===== config.mk =====
export PLATFORM = sky130hd
export DESIGN_NAME = sync_down_counter
export DESIGN_NICKNAME = d
export VERILOG_FILES = /design/src/rtl/sync_down_counter.sv
export SDC_FILE = /design/constraint.sdc
export NUM_CORES = 1
export LEC_CHECK = 0
export CELL_PAD_IN_SITES_DETAIL_PLACEMENT = 2
export CELL_PAD_IN_SITES_GLOBAL_PLACEMENT = 2
export CORE_UTILIZATION = 21
export CTS_CLUSTER_DIAMETER = 30
export DETAILED_ROUTE_END_ITERATION = 8
export PLACE_DENSITY = 0.73
export RECOVER_POWER = 25
export SETUP_SLACK_MARGIN = 0.5
export SYNTH_ARGS = -nofsm -noshare
export SYNTH_HDL_FRONTEND = slang
export SYNTH_SLANG_ARGS = --single-unit
export TNS_END_PERCENT = 1

===== constraint.sdc =====
create_clock -name clk -period 1.4 [get_ports clk]
set_input_delay 0.42 -clock clk [delete_from_list [all_inputs] [get_ports clk]]
set_output_delay 0.42 -clock clk [all_outputs]
set_load 0.01 [all_outputs]

===== src/rtl/sync_down_counter.sv =====
// sync_down_counter
//   Loadable down counter with a small IDLE/RUN/DONE controller.
//   All state changes on the falling edge of clk; reset is synchronous,
//   active-high and sampled on that same edge.
//
//   Build option: define DOWN_CNT_RELOAD_EN to make the counter free-running.
//   After the terminal count it stays in RUN, and the next enabled cycle at
//   zero reloads the value last loaded. Without the macro the counter stops
//   in DONE at zero until the next load or reset.
module sync_down_counter #(
   parameter int WIDTH = 4
) (
   input  logic             clk,
   input  logic             reset,
   input  logic             load,
   input  logic [WIDTH-1:0] load_val,
   input  logic             en,
   output logic [WIDTH-1:0] q,
   output logic             zero,
   output logic             tc,
   output logic             busy
);

   localparam logic [1:0] IDLE = 2'd0;
   localparam logic [1:0] RUN  = 2'd1;
   localparam logic [1:0] DONE = 2'd2;

   localparam logic [WIDTH-1:0] ONE = WIDTH'(1);

   logic [1:0]       state, state_nxt;
   logic [WIDTH-1:0] q_nxt;
   logic             tc_nxt;
`ifdef DOWN_CNT_RELOAD_EN
   logic [WIDTH-1:0] reload, reload_nxt;
`endif

   // Next-state logic: load beats counting, counting only happens in RUN.
   always_comb begin
      // NOTE: every signal driven here gets a default first, so no branch can
      // leave it unassigned and infer a latch.
      q_nxt     = q;
      state_nxt = state;
      tc_nxt    = 1'b0;
`ifdef DOWN_CNT_RELOAD_EN
      reload_nxt = reload;
`endif
      if (load) begin
         q_nxt     = load_val;
`ifdef DOWN_CNT_RELOAD_EN
         reload_nxt = load_val;
`endif
         // A zero load has nothing to count, so it never enters RUN and can
         // never produce a terminal-count pulse.
         state_nxt = (load_val != '0) ? RUN : IDLE;
      end else begin
         case (state)
            RUN: begin
               if (en) begin
                  if (q > ONE) begin
                     q_nxt = q - ONE;
                  end else if (q == ONE) begin
                     q_nxt  = '0;
                     tc_nxt = 1'b1;
`ifndef DOWN_CNT_RELOAD_EN
                     state_nxt = DONE;
`endif
                  end
`ifdef DOWN_CNT_RELOAD_EN
                  else begin
                     // Zero reached on the previous enabled cycle: start the
                     // next period silently.
                     q_nxt = reload;
                  end
`endif
               end
            end
            IDLE, DONE: ;
            default: state_nxt = IDLE;
         endcase
      end
   end

   // State registers on the falling edge; reset wins over load and en.
   always_ff @(negedge clk) begin
      // NOTE: sequential state uses non-blocking assignments only, so every
      // register samples the pre-edge values regardless of statement order.
      if (reset) begin
         state <= IDLE;
         q     <= '0;
         zero  <= 1'b1;
         tc    <= 1'b0;
`ifdef DOWN_CNT_RELOAD_EN
         reload <= '0;
`endif
      end else begin
         state <= state_nxt;
         q     <= q_nxt;
         zero  <= (q_nxt == '0);
         tc    <= tc_nxt;
`ifdef DOWN_CNT_RELOAD_EN
         reload <= reload_nxt;
`endif
      end
   end

   assign busy = (state == RUN);

endmodule


Word level (Yosys, flattened, before mapping)

Cells that the tools add are included.

Add/sub/neg operators: 1
$lt $le $gt $ge: 1
Eq/ne operators: 7
Multiplexer cells: 12
Bitwise operators: 2
Reduce and logical (&&, ||, !) cells: 6

Operator list:

| cell                                                  | number |
|---|---|
| two-way mux 4 bit                                     | 5 |
| two-way mux 2 bit                                     | 4 |
| inequality test 3 bit, second input constant          | 2 |
| OR reduction 5 bit                                    | 1 |
| == test 4 x 1 -> 1 bit, second input constant         | 1 |
| > comparator 4 x 1 -> 1 bit, second input constant    | 1 |
| logical NOT 4 bit                                     | 1 |
| case mux 2 bit (2 select lines)                       | 1 |
| AND reduction 4 bit                                   | 1 |
| nonzero test 4 bit                                    | 1 |
| subtractor 4 x 1 -> 4 bit, second input constant      | 1 |
| inequality test 3 x 2 -> 1 bit, second input constant | 1 |
| == test 2 x 1 -> 1 bit, second input constant         | 1 |
| == test 2 bit, second input constant                  | 1 |
| logical NOT 2 bit                                     | 1 |
| two-way mux 1 bit                                     | 2 |
| inequality test 2 bit, second input constant          | 1 |
| inverter 1 bit                                        | 2 |
| OR reduction 2 bit                                    | 1 |

Bits in registers: 8
Input bits: 8
Output and inout port bits: 7
Logic and storage cells: 33

Longest topological paths before layout

Depth after elaboration: 7
Depth in mapped cells: 7
Mapped depth without buffers: 7

==> metrics.txt <==
# TYPE chip_impl_metric gauge
chip_impl_metric{name="clockBufferDepth",unit=""} 2
chip_impl_metric{name="wire_per_inst",unit="um"} 21.52
chip_impl_metric{name="clock_sink_count",unit=""} 8
chip_impl_metric{name="die_w",unit="um"} 48.57
chip_impl_info{name="timing.critical_path.from_type",value="register"} 1
chip_impl_metric{name="detailed_place_hpwl",unit="um"} 1594
chip_impl_metric{name="finalWeightedCongestion",unit=""} 0.7595
chip_impl_metric{name="hold-worst-slack",unit="ns"} 0.7092
chip_impl_info{name="run_status",value="finished, violations left"} 1
chip_impl_metric{name="io-pin-count",unit=""} 15
chip_impl_metric{name="synth-seq-area-share",unit=""} 0.3516
chip_impl_info{name="critical_path.endpoint_type",value="primary output"} 1
chip_impl_metric{name="syn_area_per_cell",unit="um^2"} 8.593
chip_impl_metric{name="rows",unit=""} 16
chip_impl_info{name="tritoncts",value="done"} 1
chip_impl_metric{name="power",unit="uW"} 833.1
chip_impl_metric{name="worst_skew_pair.late_latency",unit="ns"} 0.36
chip_impl_metric{name="tightestPinTransition",unit="ns"} 0.3231
chip_impl_metric{name="synth_seq_cells",unit=""} 8
chip_impl_metric{name="postLayoutCellArea",unit="um^2"} 942.2
chip_impl_metric{name="fin_worst_skew",unit="ns"} 0.03003
chip_impl_metric{name="drcViolationCount",unit=""} 0
chip_impl_metric{name="portBuffers",unit=""} 14
chip_impl_metric{name="syn_area",unit="um^2"} 455.4
chip_impl_metric{name="drt.antenna.violating_nets",unit=""} 0
chip_impl_metric{name="dieArea",unit="mm^2"} 0.002359
chip_impl_metric{name="antenna_cells",unit=""} 0
chip_impl_metric{name="vias_per_cell",unit=""} 4.945
chip_impl_metric{name="finalHoldViolations",unit=""} 0
chip_impl_metric{name="flow.area_growth_from_synthesis",unit="%"} 106.9
chip_impl_metric{name="grt_first_pass_wirelength",unit="um"} 3539
chip_impl_metric{name="cp_max_fo",unit=""} 2
chip_impl_metric{name="dpl_cell_area",unit="um^2"} 790.8
chip_impl_metric{name="p_leak",unit="nW"} 0.4305
chip_impl_metric{name="grt_overflow",unit=""} 0
chip_impl_metric{name="setup_viol",unit=""} 15
chip_impl_info{name="final_cell_mix",value="sky130_fd_sc_hd__buf_4 (22), sky130_fd_sc_hd__inv_1 (12), sky130_fd_sc_hd__buf_6 (9), sky130_fd_sc_hd__dfxtp_2 (6), sky130_fd_sc_hd__clkdlybuf4s50_1 (4)"} 1
chip_impl_metric{name="yosys.cell_types.count",unit=""} 28
chip_impl_metric{name="finalMaxSlewViolations",unit=""} 0
chip_impl_metric{name="first_global_vias",unit=""} 753
chip_impl_metric{name="initial_core_util",unit=""} 0.2275
chip_impl_metric{name="dr_total_vias",unit=""} 628
chip_impl_metric{name="slew_headroom",unit=""} 0.7785
chip_impl_metric{name="grt_usage",unit=""} 0.2000
chip_impl_metric{name="grt_start_max_net_pins",unit=""} 7
chip_impl_info{name="worst-setup-path-type",value="reg2out"} 1
chip_impl_metric{name="clk_pin_slew",unit="ns"} 0.08
chip_impl_info{name="ctsRootBufferMaster",value="sky130_fd_sc_hd__clkbuf_4"} 1
chip_impl_metric{name="final_critical_path_setup_slack",unit="ns"} -0.7240
chip_impl_metric{name="antenna_violations_before_repair",unit=""} 0
chip_impl_metric{name="vdd.ir_drop.worst",unit="uV"} 310.8
chip_impl_info{name="violations",value="setup timing"} 1
chip_impl_info{name="layout_commonest_cell",value="sky130_fd_sc_hd__buf_4"} 1
chip_impl_info{name="rsz_0062_raised_after_global_routing",value="true"} 1
chip_impl_metric{name="synth.yosys.warnings",unit=""} 0
chip_impl_metric{name="synth_cells",unit=""} 53
chip_impl_metric{name="nets",unit=""} 112
chip_impl_metric{name="critPathRequiredTime",unit="ns"} 0.98
chip_impl_metric{name="cap_violations",unit=""} 0
chip_impl_metric{name="postRouteWirelength",unit="um"} 2733
chip_impl_metric{name="htree_levels",unit=""} 1
chip_impl_metric{name="die_height",unit="um"} 48.57
chip_impl_metric{name="worst-endpoint-arrival",unit="ns"} 1.70
chip_impl_metric{name="syn_nets",unit=""} 63
chip_impl_metric{name="detail_route.iter0.violations",unit=""} 11
chip_impl_metric{name="fill_cells",unit=""} 222
chip_impl_metric{name="tns",unit="ns"} -7.264
chip_impl_metric{name="cellPowerDensity",unit="mW/mm^2"} 884.3
chip_impl_metric{name="detail_route.first_pass.iterations",unit=""} 4
chip_impl_metric{name="layout-drive-gt1-share",unit=""} 0.5900
chip_impl_info{name="min_path_type",value="reg2reg"} 1
chip_impl_metric{name="core_area",unit="mm^2"} 0.002002
chip_impl_metric{name="cts_buffers",unit=""} 3
==> power breakdown <==
part	leakage [nW]	internal [mW]	switching, mW
clock network	0.0564	0.130	0.196
registers	0.0684	0.244	0.00957
logic	0.306	0.129	0.124
total	0.431	0.503	0.330
==> final timing paths <==
path                endpoint  slack (ns)  cells after the start             startpoint
max                     busy       -0.72                      2  state[1]$_SDFFE_NP0P_
min            tc$_SDFF_NP0_        0.71                      4        q[3]$_SDFF_NP0_
max reg2reg  zero$_SDFF_NP1_       -0.46                      8        q[1]$_SDFF_NP0_
min reg2reg    tc$_SDFF_NP0_        0.71                      4        q[3]$_SDFF_NP0_
==> worst max-delay path, cell delays in order, from the launching register on <==
cell	delay, ns
sky130_fd_sc_hd__dfxtp_2	0.32
sky130_fd_sc_hd__and2b_2	0.23
sky130_fd_sc_hd__buf_6	0.12
==> kinds of logic after synthesis <==
kind of cell,after synthesis,synth area share
compound gates,12,0.2060
mux,1,0.02198
simple gates,24,0.3159
flops,8,0.3516
buf+inv,6,0.04945
fa+ha+maj,2,0.05494
==> state kept, by name (all words and copies together) (netlist names) <==
register,flops
q,4
state,2
tc,1
zero,1
==> stage by stage <==
stage	worst slack, ns	std cells	util
finish	-0.7240	127	0.4706
global route	-0.7622	127	0.4706
CTS	-0.7000	126	0.4488
detailed placement	-1.304	114	0.3950
global placement	-1.218	114	0.3950
floorplan	-0.6053	53	-
==> layer usage <==
layer | wire [um] | up-vias | global-route usage
li1 | - | 282 | -
met1 | 1008 | 319 | 0.1790
met2 | 1558 | 23 | 0.4014
met3 | 117 | 4 | 0.03774
met4 | 48 | 0 | 0.1275
met5 | 0 | - | 0
==> what timing repair did <==
item,4_1_cts,5_1_grt
hold buffers,0,0
setup endpoints to repair,15,15
pin swaps,7,2
setup buffers,2,1
resized for setup,54,9
cloned,0,0
==> final cells by class <==
type,count,area (um^2),area share
Sequential cell,8,167.7,0.1780
Clock buffer,3,22.52,0.02390
Timing Repair Buffer,38,329.1,0.3493
Multi-Input combinational cell,39,344.1,0.3652
Tap cell,27,33.78,0.03586
Clock inverter,8,30.03,0.03187
Inverter,4,15.01,0.01594
==> Yosys cell counts <==
master | instances | area share
sky130_fd_sc_hd__a31oi_1 | 1 | 0.014
sky130_fd_sc_hd__o31ai_1 | 1 | 0.016
sky130_fd_sc_hd__o311ai_1 | 1 | 0.019
sky130_fd_sc_hd__and4b_1 | 1 | 0.022
sky130_fd_sc_hd__o31ai_2 | 1 | 0.027
sky130_fd_sc_hd__a211oi_1 | 2 | 0.033
sky130_fd_sc_hd__nor2_2 | 1 | 0.014
sky130_fd_sc_hd__ha_1 | 2 | 0.055
sky130_fd_sc_hd__and2_1 | 2 | 0.027
sky130_fd_sc_hd__a22o_1 | 1 | 0.019
sky130_fd_sc_hd__and3b_1 | 1 | 0.019
sky130_fd_sc_hd__inv_1 | 5 | 0.041
sky130_fd_sc_hd__a211oi_2 | 1 | 0.027
sky130_fd_sc_hd__a21oi_1 | 3 | 0.033
sky130_fd_sc_hd__or2b_1 | 1 | 0.016
sky130_fd_sc_hd__or3_1 | 1 | 0.014
sky130_fd_sc_hd__mux2i_1 | 1 | 0.022
sky130_fd_sc_hd__nor3_1 | 3 | 0.033
sky130_fd_sc_hd__nor2b_1 | 2 | 0.027
sky130_fd_sc_hd__nand3b_1 | 1 | 0.016
sky130_fd_sc_hd__clkbuf_1 | 1 | 0.0082
sky130_fd_sc_hd__nor4_2 | 1 | 0.027
sky130_fd_sc_hd__nor2_1 | 3 | 0.025
sky130_fd_sc_hd__nand2_1 | 4 | 0.033
sky130_fd_sc_hd__dfxtp_1 | 8 | 0.35
sky130_fd_sc_hd__o21a_1 | 1 | 0.016
sky130_fd_sc_hd__and2b_2 | 1 | 0.019
sky130_fd_sc_hd__nand3_1 | 2 | 0.022
Note: power is estimated with default switching activity, not from simulation.
